===== src/rtl/l1_refill_ctrl_if.sv =====
// Bus bundle between the L1 refill controller and its environment
// (core, address decoder, next memory level, data RAM).
// The master modport is the environment side; the slave modport is the controller.
interface l1_refill_ctrl_if #(
    parameter int unsigned SET_NUMBER   = 8,
    parameter int unsigned BLOCK_NUMBER = 128,
    parameter int unsigned BLOCK_SIZE   = 32,
    parameter int unsigned ADDR_WIDTH   = 32
);
    localparam int unsigned SET_W     = $clog2(SET_NUMBER);
    localparam int unsigned IDX_W     = $clog2(BLOCK_NUMBER) - SET_W;
    localparam int unsigned OFF_W     = $clog2(BLOCK_SIZE);
    localparam int unsigned TAG_WIDTH = ADDR_WIDTH - (OFF_W + 2) - IDX_W;
    localparam int unsigned DWA_W     = SET_W + IDX_W + OFF_W;

    logic                  core_req_val;
    logic [ADDR_WIDTH-1:0] core_req_addr;
    logic                  core_stall;
    logic                  hit;
    logic                  mem_req_val;
    logic [ADDR_WIDTH-1:0] mem_req_addr;
    logic                  mem_req_rdy;
    logic                  mem_rsp_val;
    logic [31:0]           mem_rsp_data;
    logic                  data_wr_val;
    logic [DWA_W-1:0]      data_wr_addr;
    logic [31:0]           data_wr_data;
    logic                  tag_wr_val;
    logic [ADDR_WIDTH-1:0] tag_wr_addr;
    logic [TAG_WIDTH-1:0]  tag_wr_data;
    logic                  refill_done;

    modport master (
        output core_req_val, core_req_addr, hit, mem_req_rdy, mem_rsp_val, mem_rsp_data,
        input  core_stall, mem_req_val, mem_req_addr, data_wr_val, data_wr_addr, data_wr_data,
        input  tag_wr_val, tag_wr_addr, tag_wr_data, refill_done
    );

    modport slave (
        input  core_req_val, core_req_addr, hit, mem_req_rdy, mem_rsp_val, mem_rsp_data,
        output core_stall, mem_req_val, mem_req_addr, data_wr_val, data_wr_addr, data_wr_data,
        output tag_wr_val, tag_wr_addr, tag_wr_data, refill_done
    );
endinterface


===== src/rtl/l1_refill_ctrl.sv =====
// L1 miss-handling controller: latches a core request, samples the decoder hit one
// cycle later and, on a miss, fetches the full line into a round-robin victim set,
// writes the tag through the decoder and replays the lookup.
// Optional feature macro: L1_REFILL_CRITICAL_WORD_FIRST_EN (requested word returned
// first, burst wraps, core released on the first beat, no replay).
module l1_refill_ctrl #(
    parameter int unsigned SET_NUMBER   = 8,
    parameter int unsigned BLOCK_NUMBER = 128,
    parameter int unsigned BLOCK_SIZE   = 32,
    parameter int unsigned ADDR_WIDTH   = 32
) (
    input logic          clk,
    input logic          rst_n,
    l1_refill_ctrl_if.slave bus_io
);
    localparam int unsigned SET_W     = $clog2(SET_NUMBER);
    localparam int unsigned IDX_W     = $clog2(BLOCK_NUMBER) - SET_W;
    localparam int unsigned OFF_W     = $clog2(BLOCK_SIZE);
    localparam int unsigned TAG_WIDTH = ADDR_WIDTH - (OFF_W + 2) - IDX_W;
    localparam int unsigned TWA_W     = TAG_WIDTH + SET_W + IDX_W + OFF_W + 2;

    typedef enum logic [2:0] {
        StIdle,
        StLookup,
        StMemReq,
        StFill,
        StTagWr,
        StDone
    } state_e;

    state_e                state_q, state_d;
    logic [ADDR_WIDTH-1:0] addr_q, addr_d;
    logic [SET_W-1:0]      victim_q, victim_d;
    logic [OFF_W-1:0]      cnt_q, cnt_d;

    logic [IDX_W-1:0]      req_idx;
    logic [TAG_WIDTH-1:0]  req_tag;
    logic [ADDR_WIDTH-1:0] line_addr;
    logic [TWA_W-1:0]      tag_addr_full;
    logic                  last_beat;

    assign req_idx = addr_q[OFF_W+2+IDX_W-1:OFF_W+2];
    assign req_tag = addr_q[ADDR_WIDTH-1:ADDR_WIDTH-TAG_WIDTH];

    // Decoder layout {tag, set, index, offset}; the address keeps its low ADDR_WIDTH bits.
    assign tag_addr_full = {req_tag, victim_q, req_idx, {(OFF_W + 2){1'b0}}};

`ifdef L1_REFILL_CRITICAL_WORD_FIRST_EN
    logic [OFF_W-1:0] beat_q, beat_d;
    logic             first_beat;
    logic [1:0]       unused_addr_lo;

    // Burst starts at the requested word; beats are counted separately from the word.
    assign line_addr      = {addr_q[ADDR_WIDTH-1:2], 2'b00};
    assign last_beat      = (beat_q == OFF_W'(BLOCK_SIZE - 1));
    assign first_beat     = (beat_q == '0);
    assign unused_addr_lo = addr_q[1:0];

    // Beat counter for the wrapping burst.
    always_ff @(posedge clk or negedge rst_n) begin
        if (!rst_n) begin
            beat_q <= '0;
        end else begin
            beat_q <= beat_d;
        end
    end
`else
    logic [OFF_W+1:0] unused_addr_lo;

    assign line_addr      = {addr_q[ADDR_WIDTH-1:OFF_W+2], {(OFF_W + 2){1'b0}}};
    assign last_beat      = (cnt_q == OFF_W'(BLOCK_SIZE - 1));
    assign unused_addr_lo = addr_q[OFF_W+1:0];
`endif

    // State, latched address, victim pointer and word counter.
    always_ff @(posedge clk or negedge rst_n) begin
        if (!rst_n) begin
            state_q  <= StIdle;
            addr_q   <= '0;
            victim_q <= '0;
            cnt_q    <= '0;
        end else begin
            state_q  <= state_d;
            addr_q   <= addr_d;
            victim_q <= victim_d;
            cnt_q    <= cnt_d;
        end
    end

    // Next-state and output decode; data/address outputs are zero unless their strobe is set.
    always_comb begin
        state_d  = state_q;
        addr_d   = addr_q;
        victim_d = victim_q;
        cnt_d    = cnt_q;
`ifdef L1_REFILL_CRITICAL_WORD_FIRST_EN
        beat_d   = beat_q;
`endif
        bus_io.core_stall   = 1'b1;
        bus_io.mem_req_val  = 1'b0;
        bus_io.mem_req_addr = '0;
        bus_io.data_wr_val  = 1'b0;
        bus_io.data_wr_addr = '0;
        bus_io.data_wr_data = '0;
        bus_io.tag_wr_val   = 1'b0;
        bus_io.tag_wr_addr  = '0;
        bus_io.tag_wr_data  = '0;
        bus_io.refill_done  = 1'b0;

        unique case (state_q)
            StIdle: begin
                bus_io.core_stall = 1'b0;
                if (bus_io.core_req_val) begin
                    addr_d  = bus_io.core_req_addr;
                    state_d = StLookup;
                end
            end
            StLookup: begin
                if (bus_io.hit) begin
                    bus_io.core_stall = 1'b0;
                    if (bus_io.core_req_val) begin
                        addr_d = bus_io.core_req_addr;
                    end else begin
                        state_d = StIdle;
                    end
                end else begin
                    state_d = StMemReq;
                end
            end
            StMemReq: begin
                bus_io.mem_req_val  = 1'b1;
                bus_io.mem_req_addr = line_addr;
                if (bus_io.mem_req_rdy) begin
                    state_d = StFill;
`ifdef L1_REFILL_CRITICAL_WORD_FIRST_EN
                    cnt_d  = addr_q[OFF_W+1:2];
                    beat_d = '0;
`else
                    cnt_d  = '0;
`endif
                end
            end
            StFill: begin
                if (bus_io.mem_rsp_val) begin
                    bus_io.data_wr_val  = 1'b1;
                    bus_io.data_wr_addr = {victim_q, req_idx, cnt_q};
                    bus_io.data_wr_data = bus_io.mem_rsp_data;
                    cnt_d               = cnt_q + 1'b1;
`ifdef L1_REFILL_CRITICAL_WORD_FIRST_EN
                    beat_d = beat_q + 1'b1;
                    // Critical word is on the bus now: release the core for this cycle.
                    if (first_beat) begin
                        bus_io.core_stall  = 1'b0;
                        bus_io.refill_done = 1'b1;
                    end
`endif
                    if (last_beat) begin
                        state_d = StTagWr;
                    end
                end
            end
            StTagWr: begin
                bus_io.tag_wr_val  = 1'b1;
                bus_io.tag_wr_addr = ADDR_WIDTH'(tag_addr_full);
                bus_io.tag_wr_data = req_tag;
                victim_d           = victim_q + 1'b1;
`ifdef L1_REFILL_CRITICAL_WORD_FIRST_EN
                state_d = StIdle;
`else
                state_d = StDone;
`endif
            end
            StDone: begin
                bus_io.refill_done = 1'b1;
                state_d            = StLookup;
            end
            default: state_d = StIdle;
        endcase
    end
endmodule

===== src/flat_wrapper.sv =====
// flat-port wrapper written by rule: the top's interface ports become plain ports
module l1_refill_ctrl_flat 
#(
    parameter int unsigned SET_NUMBER   = 8,
    parameter int unsigned BLOCK_NUMBER = 128,
    parameter int unsigned BLOCK_SIZE   = 32,
    parameter int unsigned ADDR_WIDTH   = 32
)
  (clk, rst_n, bus_io_core_req_val, bus_io_core_req_addr, bus_io_hit, bus_io_mem_req_rdy, bus_io_mem_rsp_val, bus_io_mem_rsp_data, bus_io_core_stall, bus_io_mem_req_val, bus_io_mem_req_addr, bus_io_data_wr_val, bus_io_data_wr_addr, bus_io_data_wr_data, bus_io_tag_wr_val, bus_io_tag_wr_addr, bus_io_tag_wr_data, bus_io_refill_done);
  l1_refill_ctrl_if #(.SET_NUMBER(SET_NUMBER), .BLOCK_NUMBER(BLOCK_NUMBER), .BLOCK_SIZE(BLOCK_SIZE), .ADDR_WIDTH(ADDR_WIDTH)) bus_io_i ();
  input logic clk;
  input logic rst_n;
  input wire logic [$bits(bus_io_i.core_req_val)-1:0] bus_io_core_req_val;
  input wire logic [$bits(bus_io_i.core_req_addr)-1:0] bus_io_core_req_addr;
  input wire logic [$bits(bus_io_i.hit)-1:0] bus_io_hit;
  input wire logic [$bits(bus_io_i.mem_req_rdy)-1:0] bus_io_mem_req_rdy;
  input wire logic [$bits(bus_io_i.mem_rsp_val)-1:0] bus_io_mem_rsp_val;
  input wire logic [$bits(bus_io_i.mem_rsp_data)-1:0] bus_io_mem_rsp_data;
  output wire logic [$bits(bus_io_i.core_stall)-1:0] bus_io_core_stall;
  output wire logic [$bits(bus_io_i.mem_req_val)-1:0] bus_io_mem_req_val;
  output wire logic [$bits(bus_io_i.mem_req_addr)-1:0] bus_io_mem_req_addr;
  output wire logic [$bits(bus_io_i.data_wr_val)-1:0] bus_io_data_wr_val;
  output wire logic [$bits(bus_io_i.data_wr_addr)-1:0] bus_io_data_wr_addr;
  output wire logic [$bits(bus_io_i.data_wr_data)-1:0] bus_io_data_wr_data;
  output wire logic [$bits(bus_io_i.tag_wr_val)-1:0] bus_io_tag_wr_val;
  output wire logic [$bits(bus_io_i.tag_wr_addr)-1:0] bus_io_tag_wr_addr;
  output wire logic [$bits(bus_io_i.tag_wr_data)-1:0] bus_io_tag_wr_data;
  output wire logic [$bits(bus_io_i.refill_done)-1:0] bus_io_refill_done;
  assign bus_io_i.core_req_val = bus_io_core_req_val;
  assign bus_io_i.core_req_addr = bus_io_core_req_addr;
  assign bus_io_i.hit = bus_io_hit;
  assign bus_io_i.mem_req_rdy = bus_io_mem_req_rdy;
  assign bus_io_i.mem_rsp_val = bus_io_mem_rsp_val;
  assign bus_io_i.mem_rsp_data = bus_io_mem_rsp_data;
  assign bus_io_core_stall = bus_io_i.core_stall;
  assign bus_io_mem_req_val = bus_io_i.mem_req_val;
  assign bus_io_mem_req_addr = bus_io_i.mem_req_addr;
  assign bus_io_data_wr_val = bus_io_i.data_wr_val;
  assign bus_io_data_wr_addr = bus_io_i.data_wr_addr;
  assign bus_io_data_wr_data = bus_io_i.data_wr_data;
  assign bus_io_tag_wr_val = bus_io_i.tag_wr_val;
  assign bus_io_tag_wr_addr = bus_io_i.tag_wr_addr;
  assign bus_io_tag_wr_data = bus_io_i.tag_wr_data;
  assign bus_io_refill_done = bus_io_i.refill_done;
  l1_refill_ctrl #(.SET_NUMBER(SET_NUMBER), .BLOCK_NUMBER(BLOCK_NUMBER), .BLOCK_SIZE(BLOCK_SIZE), .ADDR_WIDTH(ADDR_WIDTH)) u_core (.clk(clk), .rst_n(rst_n), .bus_io(bus_io_i));
endmodule

===== config.mk =====
export PLATFORM = sky130hd
export DESIGN_NAME = l1_refill_ctrl_flat
export DESIGN_NICKNAME = d
export VERILOG_FILES = /design/src/rtl/l1_refill_ctrl_if.sv /design/src/rtl/l1_refill_ctrl.sv /design/src/flat_wrapper.sv
export SDC_FILE = /design/constraint.sdc
export NUM_CORES = 1
export LEC_CHECK = 0
export BUFFER_PORTS_ARGS = -buffer_cell sky130_fd_sc_hd__buf_2
export CORE_MARGIN = 4
export CORE_UTILIZATION = 44
export CTS_BUF_LIST = sky130_fd_sc_hd__clkbuf_8
export DETAILED_ROUTE_END_ITERATION = 6
export HOLD_SLACK_MARGIN = 0.02
export PLACE_DENSITY_LB_ADDON = 0.08
export SYNTH_ARGS = -nofsm -noshare
export SYNTH_HDL_FRONTEND = slang
export SYNTH_SLANG_ARGS = --single-unit

===== constraint.sdc =====
create_clock -name clk -period 2.95 [get_ports clk]
set_input_delay 0 -clock clk [delete_from_list [all_inputs] [get_ports clk]]
set_output_delay 0 -clock clk [all_outputs]
set_load 0.01 [all_outputs]

==> metrics <==
status=completed; final worst setup slack=814 ps; initial DRC count=50; clock sinks=36; chip width=83.6 um; most frequent cells in the layout=buf_2 (182), and2_1 (97), dfrtp_1 (36); Slew @ Worst Pin=846 ps; internal power=1.27 mW; Sw Ratio=0.325; Comb power frac=0.400; Antenna Cells=0; largest net degree at the start of global routing=51; met2 wire len=3340 um; # H-tree levels=2; vias in the first global route=slightly above 2000; Register-to-Register Path Depth=3; Setup Skew=~5.4 ps; Critical Path Fanout Max=15; maximum vdd ir drop=0.290 mV; RSZ-0062 raised after global routing=no; Rel. slew slack=0.433; initial antenna violation count=0; DR vias=2230; Max-Cap Viols=0; Nets=a little over 500; DR vias/cell=about 4.4; area grow syn2layout=43.6%; worst min path class=in2reg; Unique masters post-synth=34; WL final=6580 um; Clk Latency, worst-skew pair=280 ps; Die Footprint=0.00699 mm2; most common cell after layout, fill and taps aside=buf_2; Num CTS Buffers=5; dpl hpwl=4960 um; Final Power=1.88 mW; GPL Wtd Cong=0.869; switching component of the power=0.612 mW; critical path class=reg2out; met3 WL=616 um; FMAX=between 400 and 500 MHz; Post-Synthesis Mean Instance Area=10.2 um2; post-CTS sizing=0; Routed Antenna Nets=0; total gr overflow=0; CTS clk-pin slew, worst paths=70 ps; All-Layer GR Usage=0.180; Placement Setup Slack=1020 ps; Critical Path Source Type=register; Cell Area, Synth=0.00252 mm2; Synth Instances=247; clock buffer depth=2; Die H=~84 um; drt drc=0; final cycle utilization of the critical path=0.724; site row count=27; Hold WS=44.8 ps; Lkg Pwr=2.19 nW; root buf cell=clkbuf_8; sequential element share of the synthesized area=0.358; Syn. warnings=0; initial core utilization=0.454; top layer in use=met4; # setup viols final=0; post-layout util=0.652; DR pass1 iterations=4; number of synthesized register bits=36; Placed Cells=470; Data arrival, critical path=between 2000 and 2500 ps; PwrDens=522 mW/mm2; share of total power in the clock network=0.181; hold buffer count at CTS=27; Post-CTS Repair Setup Buffers=0; # port buffers=between 150 and 200; first-pass GRT wire length=10400 um; routed len/inst=around 13 um; CTS tree=built; Placement Cell Area=0.00325 mm2; worst path required time=2950 ps; IO Pins=about 200; DRT met1 WL=2510 um; Final Hold Vio Count=0; filler instances=460; WHS Path Cells=3; Non-Filler Instances=505; core area=0.00554 mm2; Setup crit end kind=primary output; share of cells above drive strength 1=0.522; fin crit period=2140 ps; sequential fraction of design power=0.419; final count of pins violating max slew=0; Setup TNS Final=0 ps; cell area after layout=0.00361 mm2
==> per-layer routing <==
metal / track usage / vias to the layer above
met1: 0.203 / 993
met2: 0.329 / 110
met5: 0 / -
met4: 0.0614 / 0
met3: 0.0454 / 11
li1: - / 1116
==> flip-flops by register name, indices dropped and copies added (netlist names) <==
register,flops
u_core.addr_q,25
u_core.cnt_q,5
u_core.state_q,3
u_core.victim_q,3
==> final timing paths <==
check / startpoint / slack [ps] / endpoint
max in group asynchronous: rst_n / 2090 / u_core.addr_q[26]$_DFFE_PN0P_
worst max register to register: u_core.state_q[1]$_DFFE_PN0P_ / 1040 / u_core.cnt_q[0]$_DFFE_PN0P_
worst min register to register: u_core.victim_q[2]$_DFFE_PN0N_ / 490 / u_core.victim_q[2]$_DFFE_PN0N_
worst max-delay path: u_core.state_q[1]$_DFFE_PN0P_ / 810 / bus_io_mem_req_addr[9]
worst min-delay path: bus_io_mem_req_rdy / 40 / u_core.cnt_q[2]$_DFFE_PN0P_
min in group asynchronous: rst_n / 350 / u_core.addr_q[16]$_DFFE_PN0P_
==> worst max-delay path, stage by stage, from the launching register on <==
cell     delay, ps
dfrtp_1        510
nor3b_2        760
buf_4          310
and2_1         150
buf_2          130
==> power groups by stage <==
stage          Clock [mW]  Sequential, mW  Combinational (mW)
5_1_grt             0.378           0.817               0.831
2_1_floorplan           0           0.742               0.520
3_5_place_dp            0           0.793               0.735
4_1_cts             0.360           0.789               0.764
3_3_place_gp            0           0.793               0.718
6_report            0.342           0.789               0.754
==> cell type report <==
class	instances	area (um2)	area share
timing repair buffer	213	1210	0.335
clock inverter	2	7.51	0.00208
tap	72	90.1	0.0249
inverter	2	7.51	0.00208
clock buffer	6	82.6	0.0229
multi-input combinational	174	1310	0.363
sequential	36	901	0.249
==> cell families after synthesis <==
logic type,after synthesis,synth area share
fa+ha+maj,3,0.0149
buf+inv,50,0.142
mux,27,0.151
xor+xnor,2,0.00696
other cells,1,0.00149
flops,36,0.358
compound gates,12,0.0323
simple gates,116,0.294
==> cells in the mapped netlist, drive strengths merged <==
| cell type | instances | share of area |
|---|---|---|
| and2 | 97 | 0.24 |
| buf | 37 | 0.12 |
| dfrtp | 36 | 0.36 |
| mux2 | 27 | 0.15 |
| clkbuf | 11 | 0.016 |
| a21oi | 5 | 0.0099 |
| ha | 3 | 0.015 |
| nand2 | 3 | 0.0045 |
| nand3 | 3 | 0.0060 |
| nor2b | 3 | 0.010 |
| a22o | 2 | 0.0070 |
| inv | 2 | 0.0030 |
| nor2 | 2 | 0.0030 |
| nor3b | 2 | 0.0080 |
| or3 | 2 | 0.0055 |
| a21o | 1 | 0.0030 |
| a41o | 1 | 0.0045 |
| and3 | 1 | 0.0025 |
| and3b | 1 | 0.0040 |
| conb | 1 | 0.0015 |
| nand4b | 1 | 0.0035 |
| o21ai | 1 | 0.0020 |
| o221ai | 1 | 0.0035 |
| o22ai | 1 | 0.0025 |
| or4b | 1 | 0.0055 |
| xnor2 | 1 | 0.0035 |
| xor2 | 1 | 0.0035 |
Note: power is estimated with default switching activity, not from simulation.
